## src/rtl/ddr3_dqs_train_pkg.sv

```systemverilog
// Shared types and constants for the DDR3 read-DQS eye trainer.
package ddr3_dqs_train_pkg;

  localparam int unsigned TAP_W    = 8;
  localparam int unsigned SETTLE_W = 8;
  localparam int unsigned LOCK_W   = 4;

  localparam int unsigned DEF_SETTLE_CYCLES = 8;
  localparam int unsigned DEF_LOCK_COUNT    = 4;
  localparam int unsigned DEF_MAX_TAPS      = 128;
  localparam int unsigned DEF_MAX_MOVES     = 256;

  typedef enum logic [2:0] {
    ST_IDLE,
    ST_LOAD,
    ST_CLEAR,
    ST_SETTLE,
    ST_SAMPLE,
    ST_MOVE,
    ST_DONE,
    ST_ERROR
  } train_state_e;

  // IOD eye-monitor status as seen in the SAMPLE cycle
  typedef struct packed {
    logic early;
    logic late;
    logic out_of_range;
  } eye_flags_t;

endpackage

```

## src/rtl/ddr3_dqs_train_timer.sv

```systemverilog
// Loadable settle down-counter; done_c flags the final settle cycle.
module ddr3_dqs_train_timer
  import ddr3_dqs_train_pkg::*;
#(
  parameter int unsigned CYCLES = DEF_SETTLE_CYCLES
) (
  input  logic clk,
  input  logic rst_n,
  input  logic load,
  input  logic en,
  output logic done_c
);

  logic [SETTLE_W-1:0] cnt_q;

  always_ff @(posedge clk or negedge rst_n) begin
    if (!rst_n) begin
      cnt_q <= '0;
    end else if (load) begin
      cnt_q <= SETTLE_W'(CYCLES);
    end else if (en && (cnt_q != '0)) begin
      cnt_q <= cnt_q - SETTLE_W'(1);
    end
  end

  assign done_c = en && (cnt_q == SETTLE_W'(1));

endmodule

```

## src/rtl/ddr3_dqs_eye_trainer.sv

```systemverilog
// Per-lane read-DQS eye training controller driving the IOD delay line.
// Define DQS_TRAIN_TRACK_EN to keep tracking the eye after lock.
module ddr3_dqs_eye_trainer
  import ddr3_dqs_train_pkg::*;
#(
  parameter int unsigned SETTLE_CYCLES = DEF_SETTLE_CYCLES,
  parameter int unsigned LOCK_COUNT    = DEF_LOCK_COUNT,
  parameter int unsigned MAX_TAPS      = DEF_MAX_TAPS,
  parameter int unsigned MAX_MOVES     = DEF_MAX_MOVES
) (
  input  logic             fab_clk,
  input  logic             arst_n,
  input  logic             train_start,
  input  logic             train_abort,
  input  logic             eye_monitor_early,
  input  logic             eye_monitor_late,
  input  logic             delay_line_out_of_range,
  output logic             delay_line_load,
  output logic             delay_line_move,
  output logic             delay_line_direction,
  output logic             eye_monitor_clear_flags,
  output logic [TAP_W-1:0] tap_count,
  output logic             train_busy,
  output logic             train_done,
  output logic             train_err
);

  localparam int unsigned MOVE_W = $clog2(MAX_MOVES + 1);
`ifdef DQS_TRAIN_TRACK_EN
  localparam bit TRACK_EN = 1'b1;
`else
  localparam bit TRACK_EN = 1'b0;
`endif

  train_state_e      state_q, state_d;
  logic [TAP_W-1:0]  tap_q, tap_d;
  logic [LOCK_W-1:0] lock_q, lock_d;
  logic [MOVE_W-1:0] moves_q, moves_d;
  logic              dir_q, dir_d;
  logic              done_q, done_d;
  logic              err_q, err_d;
  logic              track_q, track_d;
  logic              load_q, load_d;
  logic              clear_q, clear_d;
  logic              move_q, move_d;
  logic              busy_q, busy_d;
  logic              settle_done_c;
  logic              guard_fail_c;
  eye_flags_t        flags_c;

  assign flags_c = '{early: eye_monitor_early, late: eye_monitor_late,
                     out_of_range: delay_line_out_of_range};

  ddr3_dqs_train_timer #(
    .CYCLES (SETTLE_CYCLES)
  ) u_timer (
    .clk    (fab_clk),
    .rst_n  (arst_n),
    .load   (state_q == ST_CLEAR),
    .en     (state_q == ST_SETTLE),
    .done_c (settle_done_c)
  );

  // A requested step is refused here so the MOVE state only ever strobes legal steps
  assign guard_fail_c = (flags_c.early && (tap_q == TAP_W'(MAX_TAPS - 1)))
                     || (!flags_c.early && (tap_q == '0))
                     || flags_c.out_of_range
                     || (!track_q && (moves_q == MOVE_W'(MAX_MOVES)));

  always_ff @(posedge fab_clk or negedge arst_n) begin
    if (!arst_n) begin
      state_q <= ST_IDLE;
    end else begin
      state_q <= state_d;
    end
  end

  always_comb begin
    state_d = state_q;
    tap_d   = tap_q;
    lock_d  = lock_q;
    moves_d = moves_q;
    dir_d   = dir_q;
    done_d  = done_q;
    err_d   = err_q;
    track_d = track_q;
    if (train_abort) begin
      state_d = ST_IDLE;
      done_d  = 1'b0;
      err_d   = 1'b0;
      track_d = 1'b0;
    end else begin
      case (state_q)
        ST_IDLE, ST_ERROR: begin
          if (train_start) begin
            state_d = ST_LOAD;
            done_d  = 1'b0;
            err_d   = 1'b0;
          end
        end
        ST_DONE: begin
          if (train_start) begin
            state_d = ST_LOAD;
            done_d  = 1'b0;
            err_d   = 1'b0;
          end else if (track_q) begin
            state_d = ST_CLEAR;
          end
        end
        ST_LOAD: begin
          tap_d   = '0;
          lock_d  = '0;
          moves_d = '0;
          done_d  = 1'b0;
          err_d   = 1'b0;
          track_d = 1'b0;
          state_d = ST_CLEAR;
        end
        ST_CLEAR: state_d = ST_SETTLE;
        ST_SETTLE: begin
          if (settle_done_c) state_d = ST_SAMPLE;
        end
        ST_SAMPLE: begin
          if (flags_c.early != flags_c.late) begin
            lock_d = '0;
            dir_d  = flags_c.early;
            if (guard_fail_c) begin
              state_d = ST_ERROR;
              err_d   = 1'b1;
              done_d  = 1'b0;
              track_d = 1'b0;
            end else begin
              state_d = ST_MOVE;
            end
          end else if (!flags_c.early) begin
            if (track_q) begin
              state_d = ST_CLEAR;
            end else if (lock_q == LOCK_W'(LOCK_COUNT - 1)) begin
              lock_d  = lock_q + LOCK_W'(1);
              done_d  = 1'b1;
              track_d = TRACK_EN;
              state_d = ST_DONE;
            end else begin
              lock_d  = lock_q + LOCK_W'(1);
              state_d = ST_CLEAR;
            end
          end else begin
            lock_d  = '0;
            state_d = ST_CLEAR;
          end
        end
        ST_MOVE: begin
          tap_d = dir_q ? (tap_q + TAP_W'(1)) : (tap_q - TAP_W'(1));
          if (!track_q) moves_d = moves_q + MOVE_W'(1);
          state_d = ST_CLEAR;
        end
        default: state_d = ST_IDLE;
      endcase
    end
  end

  // Strobes are decoded from the next state so they register in step with it
  always_comb begin
    load_d  = 1'b0;
    clear_d = 1'b0;
    move_d  = 1'b0;
    busy_d  = 1'b1;
    case (state_d)
      ST_LOAD:  load_d  = 1'b1;
      ST_CLEAR: clear_d = 1'b1;
      ST_MOVE:  move_d  = 1'b1;
      ST_IDLE, ST_DONE, ST_ERROR: busy_d = 1'b0;
      default: ;
    endcase
  end

  always_ff @(posedge fab_clk or negedge arst_n) begin
    if (!arst_n) begin
      tap_q   <= '0;
      lock_q  <= '0;
      moves_q <= '0;
      dir_q   <= 1'b0;
      done_q  <= 1'b0;
      err_q   <= 1'b0;
      track_q <= 1'b0;
      load_q  <= 1'b0;
      clear_q <= 1'b0;
      move_q  <= 1'b0;
      busy_q  <= 1'b0;
    end else begin
      tap_q   <= tap_d;
      lock_q  <= lock_d;
      moves_q <= moves_d;
      dir_q   <= dir_d;
      done_q  <= done_d;
      err_q   <= err_d;
      track_q <= track_d;
      load_q  <= load_d;
      clear_q <= clear_d;
      move_q  <= move_d;
      busy_q  <= busy_d;
    end
  end

  assign delay_line_load         = load_q;
  assign eye_monitor_clear_flags = clear_q;
  assign delay_line_move         = move_q;
  assign delay_line_direction    = dir_q;
  assign tap_count               = tap_q;
  assign train_busy              = busy_q;
  assign train_done              = done_q;
  assign train_err               = err_q;

endmodule

```

## config.mk

```make
export PLATFORM = sky130hd
export DESIGN_NAME = ddr3_dqs_eye_trainer
export DESIGN_NICKNAME = d
export VERILOG_FILES = /design/src/rtl/ddr3_dqs_train_pkg.sv /design/src/rtl/ddr3_dqs_train_timer.sv /design/src/rtl/ddr3_dqs_eye_trainer.sv
export SDC_FILE = /design/constraint.sdc
export NUM_CORES = 1
export LEC_CHECK = 0
export ABC_AREA = 1
export ABC_CLOCK_PERIOD_IN_PS = 1600
export CORE_MARGIN = 10
export CORE_UTILIZATION = 40
export DETAILED_ROUTE_END_ITERATION = 8
export GPL_TIMING_DRIVEN = 0
export PLACE_DENSITY_LB_ADDON = 0.25
export SETUP_SLACK_MARGIN = 0.4
export SYNTH_ARGS = -nofsm -noshare
export SYNTH_HDL_FRONTEND = slang
export SYNTH_SLANG_ARGS = --single-unit
```

## constraint.sdc

```tcl
create_clock -name fab_clk -period 1.6 [get_ports fab_clk]
set_clock_uncertainty 0.15 [all_clocks]
set_input_delay 0.16 -clock fab_clk [delete_from_list [all_inputs] [get_ports fab_clk]]
set_output_delay 0.16 -clock fab_clk [all_outputs]
set_load 0.005 [all_outputs]
```

==> summary.txt, run 1 <==
R2R Setup Slk -> -0.16 ns
Starting DRT DRC Count -> 82
Die H -> 99.0 um
Final period utilization -> 1.10
Total of max-cap violations -> 0
Fill cell count -> 466
Max transition margin -> 0.638
Row cnt -> 28
Pleak -> 1.88 nW
Placer congestion estimate -> 0.852
Data arrival time of the critical path -> 1.80 ns
Worst-Margin Slew -> 0.542 ns
Seq/Total Area, Yosys -> 0.401
Worst hold-check path type -> input port to asynchronous set/reset pin
M1 wire length -> 3010 um
Status -> finished, violations left
CP max-delay cell -> dfrtp_2
Non-filler cells in the finished layout -> 504
Mapped Cells -> 338
Pre-antenna DRT Iters -> 4
Die area -> 9800 um^2
Overflow after GRT -> 0
Largest net degree at the start of global routing -> 22
Final setup viols -> 17
Crit Path Max Fanout -> 6
Worst Slack Setup Final -> -0.159 ns
Clock transition at path regs -> 0.09 ns
Vias in the first global route -> 2499
Hold Slack -> 0.221 ns
Final Hold Viols -> 0
Req. time, crit path -> 1.64 ns
Initial antenna violation count -> 0
Via Count -> 2572
Yosys reg bits -> 40
Buffers on Ports -> 21
Critical path, cell by cell -> clkinv_4, ha_1, nand3_2, nand2_2, nand2_2, nand2_2, a21oi_2, nand2_1, nand2_1, o21ai_1
Worst slack, placed -> -0.457 ns
Utilization after layout -> 0.665
HPWL after DPL -> 4160 um
Netlist cell types -> 34
Setup TNS -> -1.31 ns
Slew Limit Fails -> 0
Crit path capture type -> flip-flop
Placed Area -> 2980 um^2
Total power draw -> 3.33 mW
PD cells -> 836 nW/um^2
Crit path kind -> flip-flop to flip-flop
Failing checks -> negative setup slack
Wire per inst -> 14.4 um
VDD IR-drop max -> 0.000705 V
Clock buffer depth -> 2
Die Wd -> 99.0 um
IO Pins -> 22
Worst-Skew Late Latency -> 0.30 ns
Cell family with most CP delay -> flip-flops
First-pass GRT wire length -> 11200 um
CP Launch Type -> flip-flop
Most frequent CP cell -> nand2_2
P&R area growth vs syn -> 59.6%
H-Tree Depth -> 2
Core outline area -> 5990 um^2
Highest metal used -> met4
Area of the mapped netlist -> 2500 um^2
Worst path bufs/invs -> 1
Nets -> 448
Final ANT Viol Nets -> 0
Share of cells above drive strength 1 -> 0.497
Root Buffer -> clkbuf_8
CTS tree -> built
Clock sink count -> 40
Final WL -> 7260 um
Cell Count Post-Placement -> 435
N_diodes -> 0
Synth Warn # -> 0
# DRC -> 0
Avg Inst Size Synth -> 7.39 um^2
RSZ-0062 raised after global routing -> yes
DR WL met2 -> 3850 um
TritonCTS Buffers -> 5
Total Routing Usage GR -> 0.134
Highest Clock Rate -> 568 MHz
DR WL met3 -> 303 um
Starting Density -> 0.417
Design area -> 3990 um^2
Final worst path period need -> 1.76 ns
Delay of the slowest critical-path stage -> 0.43 ns
Vias per inst -> 5.10
Syn nets -> 358
## cell usage in the layout (no fill, tap or decap), types with 10 or more instances in the layout
| master | n |
|---|---|
| nand2_1 | 53 |
| nand3_1 | 13 |
| o21ai_2 | 10 |
| nand3_2 | 12 |
| o21ai_1 | 17 |
| buf_6 | 19 |
| nor2_1 | 26 |
| dfrtp_1 | 32 |
| buf_4 | 44 |
| inv_2 | 16 |
| inv_1 | 29 |
| nand2_2 | 20 |
| nor2_4 | 12 |
## Yosys cell counts
master      n  area (um^2)
a21boi_0    1         7.51
a21oi_1    13         65.1
a31oi_1     2         12.5
a32o_1      1         10.0
buf_4       1         7.51
clkinv_1    2         7.51
dfrtp_1    40         1000
fa_1        1         20.0
ha_1       12          150
inv_1      45          169
inv_2       5         18.8
nand2_1    77          289
nand2_2     4         25.0
nand3_1    25          125
nand3_2     3         30.0
nand3b_1    1         7.51
nand4_1     6         37.5
nor2_1     39          146
nor2_2      3         18.8
nor2_4      1         11.3
nor3_1      6         30.0
nor3_2      1         10.0
nor3_4      1         16.3
nor3b_1     3         22.5
nor4_1      2         12.5
o2111ai_1   1         8.76
o211ai_1    1         7.51
o21ai_0    28          140
o21ai_1     3         15.0
o21ai_2     3         26.3
o22ai_1     1         6.26
or2_1       2         12.5
or2_2       2         12.5
xor2_1      2         17.5
## worst reg2reg max path: cells and delay by family (launching register included)
kind	cells	cell delay (ns)
fa+ha+maj	1	0.33
flops	1	0.43
compound gates	2	0.19
buf+inv	1	0.12
simple gates	6	0.42
## report_power, final
part / internal [mW] / switching (mW) / leakage [nW]
combinational: 0.592 / 0.730 / 1.31
clock: 0.350 / 0.405 / 0.0434
sequential: 1.14 / 0.121 / 0.527
total: 2.08 / 1.26 / 1.88
## sequential cells by signal, summed over array words and instances (netlist names), 3 cells and up
register	count
lock_q	4
moves_q	9
state_q	3
tap_count	8
u_timer.cnt_q	8
## final timing paths
| check | end | cells past startpoint | start |
|---|---|---|---|
| min in group fab_clk | delay_line_direction | 3 | eye_monitor_early |
| max in group asynchronous | tap_count[4] | 3 | arst_n |
| hold / removal | moves_q[2] | 2 | arst_n |
| hold reg to reg | train_done | 2 | train_done |
| setup reg to reg | tap_count[5] | 10 | delay_line_direction |
| setup / recovery | tap_count[5] | 10 | delay_line_direction |
## kinds of logic after synthesis
kind of cell / after synthesis / share of synthesized area
AOI/OAI and AO/OA: 54 / 0.120
xor gates and xnor gates: 2 / 0.00702
and+or+nand+nor: 176 / 0.323
buffers and inverters: 53 / 0.0812
DFF: 40 / 0.401
adders and majority gates: 13 / 0.0681
## area by class of cell
cell class	count	area [um^2]	share of cell area
Buffer	1	11.3	0.00283
Clock buffer	6	82.6	0.0207
Clock inverter	2	15.0	0.00377
Inverter	52	235	0.0590
Multi-Input combinational cell	246	1830	0.458
Sequential cell	40	1010	0.254
Tap cell	75	93.8	0.0235
Timing Repair Buffer	82	709	0.178
## what timing repair did
action | 4_1_cts | 5_1_grt
pin swaps | 44 | 32
gates resized for setup | 117 | 67
hold buffers | 1 | 0
setup endpoints to repair | 55 | 53
cloned | 0 | 1
setup buffers | 44 | 15
hold endpoints to repair | 20 | 0
## per-layer routing
metal  vias up  track usage
met4         0       0.0364
met2        45        0.240
met3        11       0.0349
met1      1232        0.154
met5         -            0
li1       1284            -
(Power assumes the default switching activity.)
==> inputs of run 2 (changes only) <==
GPL_ROUTABILITY_DRIVEN = 0   (was unset)
==> results of run 2 <==
Same layout as run 1: the final DEF is identical, and so are final timing and power.
==> inputs of run 3 (changes only) <==
CTS_CLUSTER_DIAMETER = 30   (was unset)
==> results of run 3 <==
Same layout as run 1: the final DEF is identical, and so are final timing and power.
